### src/rtl/seq_pkg.sv
// Shared types and constants for the serial front-end that feeds the sequence detectors.
// The optional parity stage is enabled with the SER_PARITY_EN macro (see bit_serializer.sv).
package seq_pkg;

  typedef enum logic [1:0] {
    IDLE  = 2'd0,
    SHIFT = 2'd1,
    PAR   = 2'd2
  } ser_state_t;

  localparam logic IDLE_FILL_DEFAULT = 1'b0;

endpackage

### src/rtl/ser_shift_reg.sv
// Load/shift register with an MSB tap; shifts left with zero fill.
// Load has priority over shift so a back-to-back word replaces the spent one cleanly.
module ser_shift_reg
  import seq_pkg::*;
#(
  parameter int WIDTH = 8
) (
  input  logic             clk,
  input  logic             rst,
  input  logic             load,
  input  logic             shift,
  input  logic [WIDTH-1:0] load_data,
  output logic             msb
);

  logic [WIDTH-1:0] sreg_r;

  // shift register: reset, load, shift or hold
  always_ff @(posedge clk) begin
    if (rst) begin
      sreg_r <= {WIDTH{1'b0}};
    end else if (load) begin
      sreg_r <= load_data;
    end else if (shift) begin
      sreg_r <= {sreg_r[WIDTH-2:0], 1'b0};
    end else begin
      sreg_r <= sreg_r;
    end
  end

  assign msb = sreg_r[WIDTH-1];

endmodule

### src/rtl/bit_serializer.sv
// Parallel-in/serial-out stage: WIDTH-bit words on valid/ready, emitted MSB-first one bit per clk.
// Define SER_PARITY_EN to append an even-parity bit after the LSB of every frame.
module bit_serializer
  import seq_pkg::*;
#(
  parameter int   WIDTH     = 8,
  parameter logic IDLE_FILL = IDLE_FILL_DEFAULT
) (
  input  logic             clk,
  input  logic             rst,
  input  logic [WIDTH-1:0] in_data,
  input  logic             in_valid,
  output logic             in_ready,
  output logic             dout,
  output logic             dout_valid,
  output logic             frame_start,
  output logic             busy
);

  localparam int              CNT_W    = $clog2(WIDTH);
  localparam logic [CNT_W-1:0] CNT_LAST = CNT_W'(WIDTH - 1);
  localparam logic [CNT_W-1:0] CNT_ZERO = {CNT_W{1'b0}};

  ser_state_t       state_r;
  ser_state_t       next_state_s;
  logic [CNT_W-1:0] cnt_r;
  logic             frame_start_r;
  logic             ready_s;
  logic             accept_s;
  logic             last_bit_s;
  logic             shift_s;
  logic             msb_s;
  logic             dout_s;
  logic             dout_valid_s;

`ifdef SER_PARITY_EN
  logic parity_r;

  function automatic logic even_parity(input logic [WIDTH-1:0] word);
    return ^word;
  endfunction

  // parity is captured with the word so later in_data changes cannot affect it
  always_ff @(posedge clk) begin
    if (rst) begin
      parity_r <= 1'b0;
    end else if (accept_s) begin
      parity_r <= even_parity(in_data);
    end else begin
      parity_r <= parity_r;
    end
  end
`endif

  assign accept_s   = in_valid & in_ready;
  assign last_bit_s = (state_r == SHIFT) && (cnt_r == CNT_ZERO);
  assign shift_s    = (state_r == SHIFT);

  ser_shift_reg #(
    .WIDTH (WIDTH)
  ) u_sreg (
    .clk       (clk),
    .rst       (rst),
    .load      (accept_s),
    .shift     (shift_s),
    .load_data (in_data),
    .msb       (msb_s)
  );

  // state register
  always_ff @(posedge clk) begin
    if (rst) begin
      state_r <= IDLE;
    end else begin
      state_r <= next_state_s;
    end
  end

  // next-state logic
  always_comb begin
    next_state_s = state_r;
    case (state_r)
      IDLE: begin
        if (accept_s) begin
          next_state_s = SHIFT;
        end else begin
          next_state_s = IDLE;
        end
      end
      SHIFT: begin
        if (cnt_r != CNT_ZERO) begin
          next_state_s = SHIFT;
        end else begin
`ifdef SER_PARITY_EN
          next_state_s = PAR;
`else
          next_state_s = accept_s ? SHIFT : IDLE;
`endif
        end
      end
`ifdef SER_PARITY_EN
      PAR: begin
        if (accept_s) begin
          next_state_s = SHIFT;
        end else begin
          next_state_s = IDLE;
        end
      end
`endif
      default: begin
        next_state_s = IDLE;
      end
    endcase
  end

  // output logic; only state and registers feed dout, never the in_* ports
  always_comb begin
    dout_s       = IDLE_FILL;
    dout_valid_s = 1'b0;
    ready_s      = 1'b0;
    case (state_r)
      IDLE: begin
        ready_s = 1'b1;
      end
      SHIFT: begin
        dout_s       = msb_s;
        dout_valid_s = 1'b1;
`ifdef SER_PARITY_EN
        ready_s      = 1'b0;
`else
        ready_s      = last_bit_s;
`endif
      end
`ifdef SER_PARITY_EN
      PAR: begin
        dout_s       = parity_r;
        dout_valid_s = 1'b1;
        ready_s      = 1'b1;
      end
`endif
      default: begin
        ready_s = 1'b0;
      end
    endcase
  end

  // bit counter: reloaded on accept, stops at zero
  always_ff @(posedge clk) begin
    if (rst) begin
      cnt_r <= CNT_ZERO;
    end else if (accept_s) begin
      cnt_r <= CNT_LAST;
    end else if ((state_r == SHIFT) && (cnt_r != CNT_ZERO)) begin
      cnt_r <= cnt_r - {{(CNT_W-1){1'b0}}, 1'b1};
    end else begin
      cnt_r <= cnt_r;
    end
  end

  // frame_start marks the first SHIFT cycle after every accept
  always_ff @(posedge clk) begin
    if (rst) begin
      frame_start_r <= 1'b0;
    end else begin
      frame_start_r <= accept_s;
    end
  end

  assign in_ready    = ready_s & ~rst;
  assign dout        = dout_s;
  assign dout_valid  = dout_valid_s;
  assign frame_start = frame_start_r;
  assign busy        = (state_r != IDLE);

endmodule

### config.mk
export PLATFORM = sky130hd
export DESIGN_NAME = bit_serializer
export DESIGN_NICKNAME = d
export VERILOG_FILES = /design/src/rtl/seq_pkg.sv /design/src/rtl/ser_shift_reg.sv /design/src/rtl/bit_serializer.sv
export SDC_FILE = /design/constraint.sdc
export NUM_CORES = 1
export LEC_CHECK = 0
export BUFFER_PORTS_ARGS = -buffer_cell sky130_fd_sc_hd__buf_4
export CORE_MARGIN = 2
export CORE_UTILIZATION = 51
export DETAILED_ROUTE_END_ITERATION = 7
export PLACE_DENSITY = 0.76
export SLEW_MARGIN = 20
export SYNTH_ARGS = -nofsm -noshare
export SYNTH_HDL_FRONTEND = slang
export SYNTH_SLANG_ARGS = --single-unit
export TNS_END_PERCENT = 100
### constraint.sdc
create_clock -name clk -period 1.7 [get_ports clk]
set_input_delay 0.085 -clock clk [delete_from_list [all_inputs] [get_ports clk]]
set_output_delay 0.085 -clock clk [all_outputs]
set_load 0.02 [all_outputs]
Word level (Yosys, flattened, before mapping):

Index checks and enable logic that the tools add are counted.

* $add $sub $neg: 1
* eq/ne operators: 1
* mux-type cells: 10
* bitwise gates (word level): 3
* reductions and logical operators: 8

Operators by type and width (count)
* 8-bit 2-to-1 mux: 2
* 3-bit 2-to-1 mux: 2
* 2-bit nonzero test: 3
* 2-bit case mux with 2 select lines: 1
* 3-bit zero test: 1
* 1-bit 2-to-1 mux: 3
* 3-bit nonzero test: 1
* 3-bit by 1-bit subtractor with 3-bit output, second input constant: 1
* 1-bit AND: 2
* 2-bit by 1-bit equality test with 1-bit output, second input constant: 1
* 1-bit logical AND: 2
* 2-bit zero test: 1
* 2-bit 2-to-1 mux: 1
* 1-bit case mux with 2 select lines: 1
* 1-bit NOT: 1

* bits in registers: 14
* bits of input ports: 11
* output and inout bits: 5
* word-level logic and storage cells: 27

Depth between registers and ports, before layout:

Gate-level depths: netlist (run 1).

* depth after elaboration: 8
* depth in mapped cells: 6
* depth with buffers taken out: 5

Hierarchy:

Synthesis (run 1) repeated with hierarchy kept, for this count alone.

* cell total of the unflattened synthesis: 62
* area total of the unflattened synthesis: 631.9 sq um

By module, submodules not included
* ser_shift_reg: times used 1, cells each 35, area each 369.1 sq um, sequential area each 160.2 sq um
* bit_serializer: times used 1, cells each 27, area each 262.8 sq um, sequential area each 100.1 sq um

Worst setup path before layout (run 1):

OpenSTA, ideal clock, no wires.

* path type: register -> output
* start: register cnt_r[0]
* end: output port in_ready
* arrival: 1.183 ns
* data required time: 1.615 ns
* slack: 0.432 ns
* stages on the path, launching flop included: 6
* path buffers: 1
* cells stage by stage: dfxtp_1 -> inv_1 -> ha_1 -> nand2b_4 -> buf_2 -> a21oi_1

* word-level cells in the longest chain between the ends: 4

RTL lines
* start: declaration: RTL line bit_serializer.sv:26 `logic [CNT_W-1:0] cnt_r;`
* start signal: assignment: RTL line bit_serializer.sv:154 `cnt_r <= cnt_r - {{(CNT_W-1){1'b0}}, 1'b1};`
* start signal: assignment: RTL line bit_serializer.sv:156 `cnt_r <= cnt_r;`
* 3-bit zero test: RTL line bit_serializer.sv:56 `assign last_bit_s = (state_r == SHIFT) && (cnt_r == CNT_ZERO);`
* 1-bit logical AND: RTL line bit_serializer.sv:56
* 1-bit case mux with 2 select lines: RTL line bit_serializer.sv:121 `case (state_r)`
* 1-bit AND: RTL line bit_serializer.sv:169 `assign in_ready = ready_s & ~rst;`
* end: declaration: RTL line bit_serializer.sv:13 `output logic in_ready,`

Every way passes these cells.

Worst setup path after layout (run 1):

* start: register cnt_r[0]
* end: register u_sreg.sreg_r[6]

* word-level cells in the longest chain between the ends: 6
* elaborated cells between the ends (all ways): 7
* classes of those cells: mux (2); bitwise (2); reduce/logical (3)

RTL lines
* 3-bit zero test *: RTL line bit_serializer.sv:56
* 1-bit logical AND *: RTL line bit_serializer.sv:56
* 1-bit case mux with 2 select lines *: RTL line bit_serializer.sv:121
* 1-bit AND *: RTL line bit_serializer.sv:169
* 1-bit AND *: RTL line bit_serializer.sv:55 `assign accept_s = in_valid & in_ready;`
* 8-bit 2-to-1 mux or 2-bit nonzero test (tied branches)
* end signal: assignment: RTL line ser_shift_reg.sv:21 `sreg_r <= {WIDTH{1'b0}};`
* end signal: assignment: RTL line ser_shift_reg.sv:23 `sreg_r <= load_data;`
* end signal: assignment: RTL line ser_shift_reg.sv:25 `sreg_r <= {sreg_r[WIDTH-2:0], 1'b0};`
* end: declaration: RTL line ser_shift_reg.sv:16 `logic [WIDTH-1:0] sreg_r;`

Mark *: on every way between the ends. The rest lies on a longest branch, timed or not.
A chain may end at the register's enable or synchronous reset.

==> qor.yml, run 1 <==
ys_top_cells_by_count: "13 x dfxtp_1, 10 x a21oi_1, 9 x nand2b_1"
path_cells: "inv_1, ha_1, nand2b_4, a21bo_1, a211oi_2"
core_area_sq_um: 1320
fin_crit_sh_pct: 85.2
place_ws_ns: 0.264
avgSynthCellArea_sq_um: 10.2
cts_setup_buffers: 0
syn-instance-count: 71
p_leak_nw: 0.350
cp_num_buf_inv: 1
worstMarginPinSlew_ns: 0.401
numCtsBuffers: 3
cts_num_sinks: 13
arrival_ns: 1.60
p_per_area_nw_per_um2: 867
cp-startpoint: "cnt_r[0]"
insertion_delay_ns: 0.27
r2r_end: "u_sreg.sreg_r[6]"
drc_errors: 0
min_path_type: "in2reg"
cp-endpoint: "u_sreg.sreg_r[6]"
grt_max_degree: 16
antenna_found_initial: 0
cts_max_path_buffers: 2
grt_pass1_wl_microns: 2140
crit_path_max_fanout: 13
ys_ff_latch: 13
pin_count: 16
start_util_pct: 54.7
cts_resized: 0
p_clk_share_pct: 26.5
ant_nets: 0
hold_viol_final: 0
die_area_sq_um: 1730
status: "finished, final reports clean"
cts_tree: "yes"
yosys_warnings: 0
drt-total-wl_microns: 1290
drt_iter0_markers: 14
maxCapViolCount: 0
antennaDiodeCount: 0
reg2reg_from: "cnt_r[0]"
gp_congestion: 0.750
yosysTopAreaCellShare_pct: 36.1
power_mw: 0.724
grt_pass1_vias: 504
seq_power_share_pct: 48.4
slowest_stage: "a21bo_1"
synth.most_common_cell: "dfxtp_1"
final_nets: 98
vias: 560
intPower_mw: 0.511
yosysTopAreaCell: "dfxtp_1"
ys_seq_area_share_pct: 36.1
grt_overflow: 0
utilization_pct: 63.4
die_height_microns: 41.6
clk_pin_slew_ns: 0.08
row_count: 13
drive_above_1_share_pct: 35.7
globalRouteTotalUtil_pct: 16.2
slew_headroom_pct: 73.3
area_delta_synth_final_pct: 16.0
fin_hold_ws_ns: 0.0648
fmax_ghz: 0.690
clock-root-buffer: "clkbuf_4"
power_switching_mw: 0.214
crit_type: "reg2reg"
rrSetupSlack_ns: 0.25
synth-edff-count: 0
ys.flop_type: "dfxtp_1"
cp_data_required_time_ns: 1.85
startpoint_type: "flop"
netlist_area_sq_um: 721
reg2regPathDepth: 5
maxSlewViolCount: 0
htreeDepth: 1
avgRoutedWirePerCell_microns: 13.1
crit_family: "compound AO/OA/AOI/OAI gates"
finalSetupViolCount: 0
fin_ws_ns: 0.251
timing.final.crit_period_ns: 1.45
crit_cells: 5
rsz0062_at_grt: "no"
vias_per_cell: 5.66
first_pass_iters: 4
finalSetupTns_ns: 0
p_sw_share_pct: 29.5
synth_async_sr_flop_share_pct: 0
clock_skew_ns: 0.000905
port-buffer-count: 15
critical-path-max-stage-delay_ns: 0.38
syn_nets: 84
end_kind: "flop"
p_comb_share_pct: 25.1
synth_cell_types: 20
postCtsHoldBufs: 0
ir_worst_vdd_uv: 571
dpl.hpwl_microns: 1010
die_w_microns: 41.6
synth_area_leaders: "dfxtp_1 36%, a211oi_2 12%, mux2i_1 9.7%"
## power by group through the flow
stage	clock, mW	combinational [mW]	sequential, mW
2_1_floorplan	0	0.142	0.356
3_3_place_gp	0	0.178	0.356
3_5_place_dp	0	0.183	0.358
4_1_cts	0.198	0.183	0.350
5_1_grt	0.215	0.199	0.354
6_report	0.192	0.182	0.350
## per-layer routing
layer	global-route usage [%]	share of wire, %	wire length, microns
met2	25.9	48	625
met4	9.68	1.8	23
met1	20.2	46	597
met5	0	0	0
met3	2.61	3.6	46
## through the flow
stage               cells  area (sq um)
detailed placement     95           810
global placement       95           810
finish                 99           836
CTS                    99           836
floorplan              71           721
global route           99           836
## worst min-delay path by stage
stage | start | to | slack (ns) | cells after the start
floorplan | rst | cnt_r[1] | 0.16 | 1
CTS | in_data[0] | u_sreg.sreg_r[0] | 0.06 | 3
global placement | in_data[0] | u_sreg.sreg_r[0] | 0.34 | 3
finish | in_data[0] | u_sreg.sreg_r[0] | 0.06 | 3
global route | in_data[0] | u_sreg.sreg_r[0] | 0.08 | 3
detailed placement | in_data[0] | u_sreg.sreg_r[0] | 0.35 | 3
## cell families after synthesis
family                     synth area share, %
DFF                                       36.1
AOI/OAI and AO/OA                         27.4
muxes                                     9.72
adders and majority gates                 3.47
and+or+nand+nor                           14.2
buffers and inverters                     9.03
## flip-flops by register name, summed over array words and instances (netlist names)
signal and count:
u_sreg.sreg_r 8, cnt_r 3, frame_start 1, state_r 1
## layout by cell type (no fill, tap or decap)
cell type / Yosys / layout
mux2i_1: 7 / 7
and2_1: 1 / 1
a21bo_1: 1 / 1
a211oi_1: 2 / 2
inv_1: 2 / 2
buf_4: 2 / 17
or4b_1: 1 / 1
nand2b_1: 9 / 9
ha_1: 2 / 2
nor2_1: 2 / 2
clkbuf_1: 0 / 1
a211oi_2: 7 / 7
a31o_2: 1 / 1
clkbuf_4: 0 / 3
a21oi_1: 10 / 10
nand2b_4: 1 / 1
a311oi_1: 2 / 2
and3b_1: 1 / 1
o21ai_2: 1 / 1
dfxtp_1: 13 / 13
## final cells by class
class	instances	area [sq um]
sequential	13	260
multi-input combinational	48	395
fill	111	482
inverter	2	7.51
tap	15	18.8
clock buffer	4	26.3
timing repair buffer	17	128
## tightest hold or removal path: cells and delay by family
family	cells	cell delay, ns
AO/OA/AOI/OAI	1	0.10
AND/OR/NAND/NOR	1	0.05
buffers and inverters	1	0.07
Power figures use the tool's default switching activity.
==> inputs of run 2 (changes only) <==
Settings changed: CORE_UTILIZATION 51 to 55, GPL_TIMING_DRIVEN from default to 0, PLACE_DENSITY 0.76 to 0.81.
Clock period 1.7 ns to 1.8 ns, I/O delays scaled along.
==> qor.yml, run 2 (synthesized netlist as in run 1, its figures left out) <==
maxSlewViolCount: 0
min_path_type: "in2reg"
largest_reg_flops: 8
cp-startpoint: "cnt_r[0]"
seq_power_share_pct: 46.6
start_util_pct: 56.8
cts_num_sinks: 13
globalRouteTotalUtil_pct: 22.5
antenna_found_initial: 0
numCtsBuffers: 3
power_switching_mw: 0.212
worstMarginPinSlew_ns: 0.247
area_delta_synth_final_pct: 23.3
drt_iter0_markers: 6
final_cell_area_sq_um: 888
first_pass_iters: 2
dpl.hpwl_microns: 1030
layout_common_cells: "17 x buf_4, 13 x dfxtp_1, 10 x a21oi_1"
maxCapViolCount: 0
gp_congestion: 0.698
core_area_sq_um: 1270
reg2reg_from: "cnt_r[0]"
reg_top3: "u_sreg.sreg_r x8, cnt_r x3"
die_height_microns: 40.2
intPower_mw: 0.495
vias_per_cell: 5.61
drc_errors: 0
p_per_area_nw_per_um2: 796
grt_overflow: 0
die_area_sq_um: 1620
fin_crit_sh_pct: 88.8
drive_above_1_share_pct: 39.6
power_mw: 0.707
p_clk_share_pct: 26.4
antennaDiodeCount: 0
p_leak_nw: 0.382
utilization_pct: 70.0
final_common_cell: "buf_4"
largest_register: "u_sreg.sreg_r"
avgRoutedWirePerCell_microns: 13.5
hold_viol_final: 0
final_nets: 105
ant_nets: 0
crit_type: "reg2out"
pin_count: 16
p_comb_share_pct: 27.0
slew_headroom_pct: 83.4
row_count: 13
finalSetupViolCount: 0
ir_worst_vdd_uv: 491
grt_max_degree: 11
place_inst: 101
htreeDepth: 1
grt_pass1_wl_microns: 2370
grt_pass1_vias: 578
place_area_sq_um: 852
finalSetupTns_ns: 0
stdcell_count: 106
cts_resized: 0
port-buffer-count: 15
fmax_ghz: 0.626
arrival_ns: 1.51
timing.final.crit_period_ns: 1.60
die_w_microns: 40.2
cts_setup_buffers: 0
cts_max_path_buffers: 2
insertion_delay_ns: 0.28
p_sw_share_pct: 30.0
drt-total-wl_microns: 1430
cp_data_required_time_ns: 1.71
crit_path_max_fanout: 10
cts_tree: "yes"
rsz0062_at_grt: "no"
clk_pin_slew_ns: 0.08
status: "finished, final reports clean"
startpoint_type: "flop"
end_kind: "primary output"
hp-start: "in_data[0]"
clock-root-buffer: "clkbuf_4"
clock_skew_ns: 0.000941
vias: 595
run 2: through the flow:
step	setup slack, ns	hold WS, ns
2_1_floorplan	0.527	0.162
3_3_place_gp	0.510	0.297
3_5_place_dp	0.466	0.298
4_1_cts	0.196	0.0863
5_1_grt	0.0944	0.100
6_report	0.201	0.0820
run 2: area by class of cell:
class / instances / area (sq um)
Multi-Input combinational cell: 48 / 395
Clock buffer: 4 / 26.3
Timing Repair Buffer: 16 / 123
Inverter: 2 / 7.51
Buffer: 8 / 57.6
Fill cell: 110 / 380
Tap cell: 15 / 18.8
Sequential cell: 13 / 260
run 2: metal layers:
layer | routed length [microns] | share of wire (%) | global-route usage (%)
met5 | 0 | 0 | 0
met4 | 36 | 2.5 | 12.5
met3 | 44 | 3.1 | 3.33
met2 | 706 | 49 | 35.9
met1 | 640 | 45 | 28.8
run 2: power groups by stage:
stage	combinational [mW]	clock [mW]	sequential, mW
2_1_floorplan	0.134	0	0.336
3_3_place_gp	0.186	0	0.335
3_5_place_dp	0.189	0	0.337
4_1_cts	0.192	0.191	0.330
5_1_grt	0.211	0.205	0.333
6_report	0.191	0.187	0.329
run 2: final timing paths:
check                           slack, ns          endpoint  cells after the start
worst max-delay path                 0.20          in_ready                      6
worst max register to register       0.43  u_sreg.sreg_r[5]                      6
worst min-delay path                 0.08  u_sreg.sreg_r[0]                      3
worst min register to register       0.50          cnt_r[2]                      1
run 2: repair_timing:
item | 4_1_cts | 5_1_grt
hold buffers | 1 | 0
endpoints found under the hold margin | 2 | 0
endpoints found under the setup margin | 0 | 0
run 2: critical path, stage by stage (launching register included):
cell,delay [ns]
dfxtp_1,0.34
inv_1,0.07
ha_1,0.24
nand2b_4,0.09
buf_2,0.22
a21oi_1,0.09
buf_4,0.16
==> inputs of run 3 (changes only) <==
Settings changed: ABC_AREA from default to 1.
==> qor.yml, run 3 <==
cp_num_buf_inv: 3
cp-startpoint: "cnt_r[0]"
ys_top_cells_by_count: "37 x nand2_1, 21 x inv_1, 13 x dfxtp_1"
startpoint_type: "flop"
drt-total-wl_microns: 1480
antennaDiodeCount: 0
p_per_area_nw_per_um2: 750
ys_ff_latch: 13
critical-path-max-stage-delay_ns: 0.32
reg2reg_from: "cnt_r[0]"
row_count: 13
avgRoutedWirePerCell_microns: 10.8
final_cell_area_sq_um: 886
ir_worst_vdd_uv: 488
place_area_sq_um: 860
end_kind: "primary output"
vias: 661
grt_max_degree: 11
syn-instance-count: 104
grt_pass1_wl_microns: 2460
maxSlewViolCount: 0
fin_crit_sh_pct: 81.0
hp-start: "rst"
drive_above_1_share_pct: 21.3
status: "finished, final reports clean"
ys.flop_type: "dfxtp_1"
cpMostUsedCell: "inv_1"
die_w_microns: 40.6
cts_tree: "yes"
worstMarginPinSlew_ns: 0.242
synth_xor_area_share_pct: 0
numCtsBuffers: 3
avgSynthCellArea_sq_um: 7.07
synthMuxAreaShare_pct: 0
ys_seq_area_share_pct: 35.4
synthSimpleGateAreaFrac_pct: 34.7
slowest_stage: "dfxtp_1"
synth-edff-count: 0
first_pass_iters: 4
hold_viol_final: 0
netlist_area_sq_um: 736
syn_nets: 117
reg_top3: "u_sreg.sreg_r x8, cnt_r x3"
yosys_warnings: 0
synth_compound_area_share_pct: 6.80
seqCellArea_sq_um: 260
vias_per_cell: 4.82
antenna_found_initial: 0
yosysTopAreaCell: "dfxtp_1"
fmax_ghz: 0.686
synth_top_family_by_area: "simple AND/OR/NAND/NOR gates"
crit_family: "buffers and inverters"
cts_max_path_buffers: 2
slew_headroom_pct: 83.8
num-fill-cells: 119
cts_num_sinks: 13
crit_path_max_fanout: 5
synth_area_leaders: "dfxtp_1 35%, nand2_1 19%, inv_1 11%"
multi_input_area_sq_um: 330
grt_pass1_vias: 599
synth_fa_ha_area_share_pct: 3.40
cts_resized: 0
finalSetupViolCount: 0
finalSetupTns_ns: 0
min_path_type: "in2reg"
drt_iter0_markers: 9
maxCapViolCount: 0
largest_reg_flops: 8
pin_count: 16
start_util_pct: 58.0
area_delta_synth_final_pct: 20.4
dpl.hpwl_microns: 1100
htreeDepth: 1
arrival_ns: 1.37
clk_pin_slew_ns: 0.08
p_leak_nw: 0.525
port-buffer-count: 14
timing.final.crit_period_ns: 1.46
layout_common_cells: "37 x nand2_1, 21 x inv_1, 15 x buf_4"
postCtsHoldBufs: 0
synth.most_common_cell: "nand2_1"
path_cells: "inv_1, ha_1, nand2_1, nand2_4, inv_1, nor2_1, buf_4"
clock-root-buffer: "clkbuf_4"
synth_async_sr_flop_share_pct: 0
synth_cell_types: 17
rsz0062_at_grt: "no"
yosysTopAreaCellShare_pct: 35.4
globalRouteTotalUtil_pct: 22.5
cp_data_required_time_ns: 1.71
cts_setup_buffers: 0
gp_congestion: 0.774
insertion_delay_ns: 0.27
final_nets: 136
ant_nets: 0
grt_overflow: 0
clock_skew_ns: 0.00261
core_area_sq_um: 1270
drc_errors: 0
final_common_cell: "nand2_1"
die_area_sq_um: 1650
die_height_microns: 40.6
crit_type: "reg2out"
largest_register: "u_sreg.sreg_r"
==> run 3: changes by cell type in the layout (fill, tap and decap cells not counted), moves of 4 or more <==
cell,delta
nand3_1,+8
a21oi_1,-7
nand4_1,+7
a211oi_2,-7
buf_2,-4
inv_1,+19
clkbuf_8,+4
mux2i_1,-7
nand2b_1,-9
nand2_1,+37
==> run 3: worst register-to-register path: cells and delay by family, from the launching register on <==
| kind | cells | cell delay (ns) |
|---|---|---|
| AND/OR/NAND/NOR | 5 | 0.39 |
| flip-flops | 1 | 0.32 |
| buffers and inverters | 3 | 0.27 |
| adder cells (fa/ha/maj) | 1 | 0.20 |
==> run 3: final cells by class <==
cell class	instances	share of cell area, %
timing repair buffer	14	11.9
clock buffer	4	2.97
sequential	13	29.4
buffer	5	7.06
inverter	22	9.32
multi-input combinational	64	37.3
tap	15	2.12
==> run 3: worst paths after layout <==
check / cells after the start / slack [ns] / end
hold / removal: 2 / 0.02 / u_sreg.sreg_r[0]
hold reg to reg: 2 / 0.47 / u_sreg.sreg_r[0]
setup reg to reg: 9 / 0.53 / u_sreg.sreg_r[3]
setup / recovery: 7 / 0.34 / in_ready
==> run 3: report_power, final <==
part / switching, mW / internal, mW / leakage (nW) / total (mW)
logic: 0.0946 / 0.0729 / 0.402 / 0.167
clock network: 0.0910 / 0.0858 / 0.0150 / 0.177
registers: 0.0102 / 0.309 / 0.107 / 0.320
==> run 3: kinds of logic after synthesis <==
kind of cell             count (synthesis)
AND/OR/NAND/NOR                         55
buffers and inverters                   27
flip-flops                              13
AO/OA/AOI/OAI                            7
adder cells (fa/ha/maj)                  2
==> run 3: layer usage <==
layer	up-vias	share of wire, %	track usage [%]
met2	12	52	39.7
met5	-	0	0
li1	356	-	-
met1	291	44	26.4
met3	2	3.1	3.33
met4	0	0.81	10.0
==> run 3: metrics by stage <==
| stage | total power, mW | utilization, % | hold WS [ns] | setup WS (ns) | cells |
|---|---|---|---|---|---|
| after detailed placement | 0.496 | 67.8 | 0.304 | 0.523 | 133 |
| final | 0.664 | 69.8 | 0.0184 | 0.342 | 137 |
| after global routing | 0.701 | 69.8 | 0.0177 | 0.224 | 137 |
| after floorplan | 0.441 | - | 0.159 | 0.600 | 104 |
| after global placement | 0.486 | 67.8 | 0.304 | 0.578 | 133 |
| after CTS | 0.674 | 69.8 | 0.0158 | 0.317 | 137 |
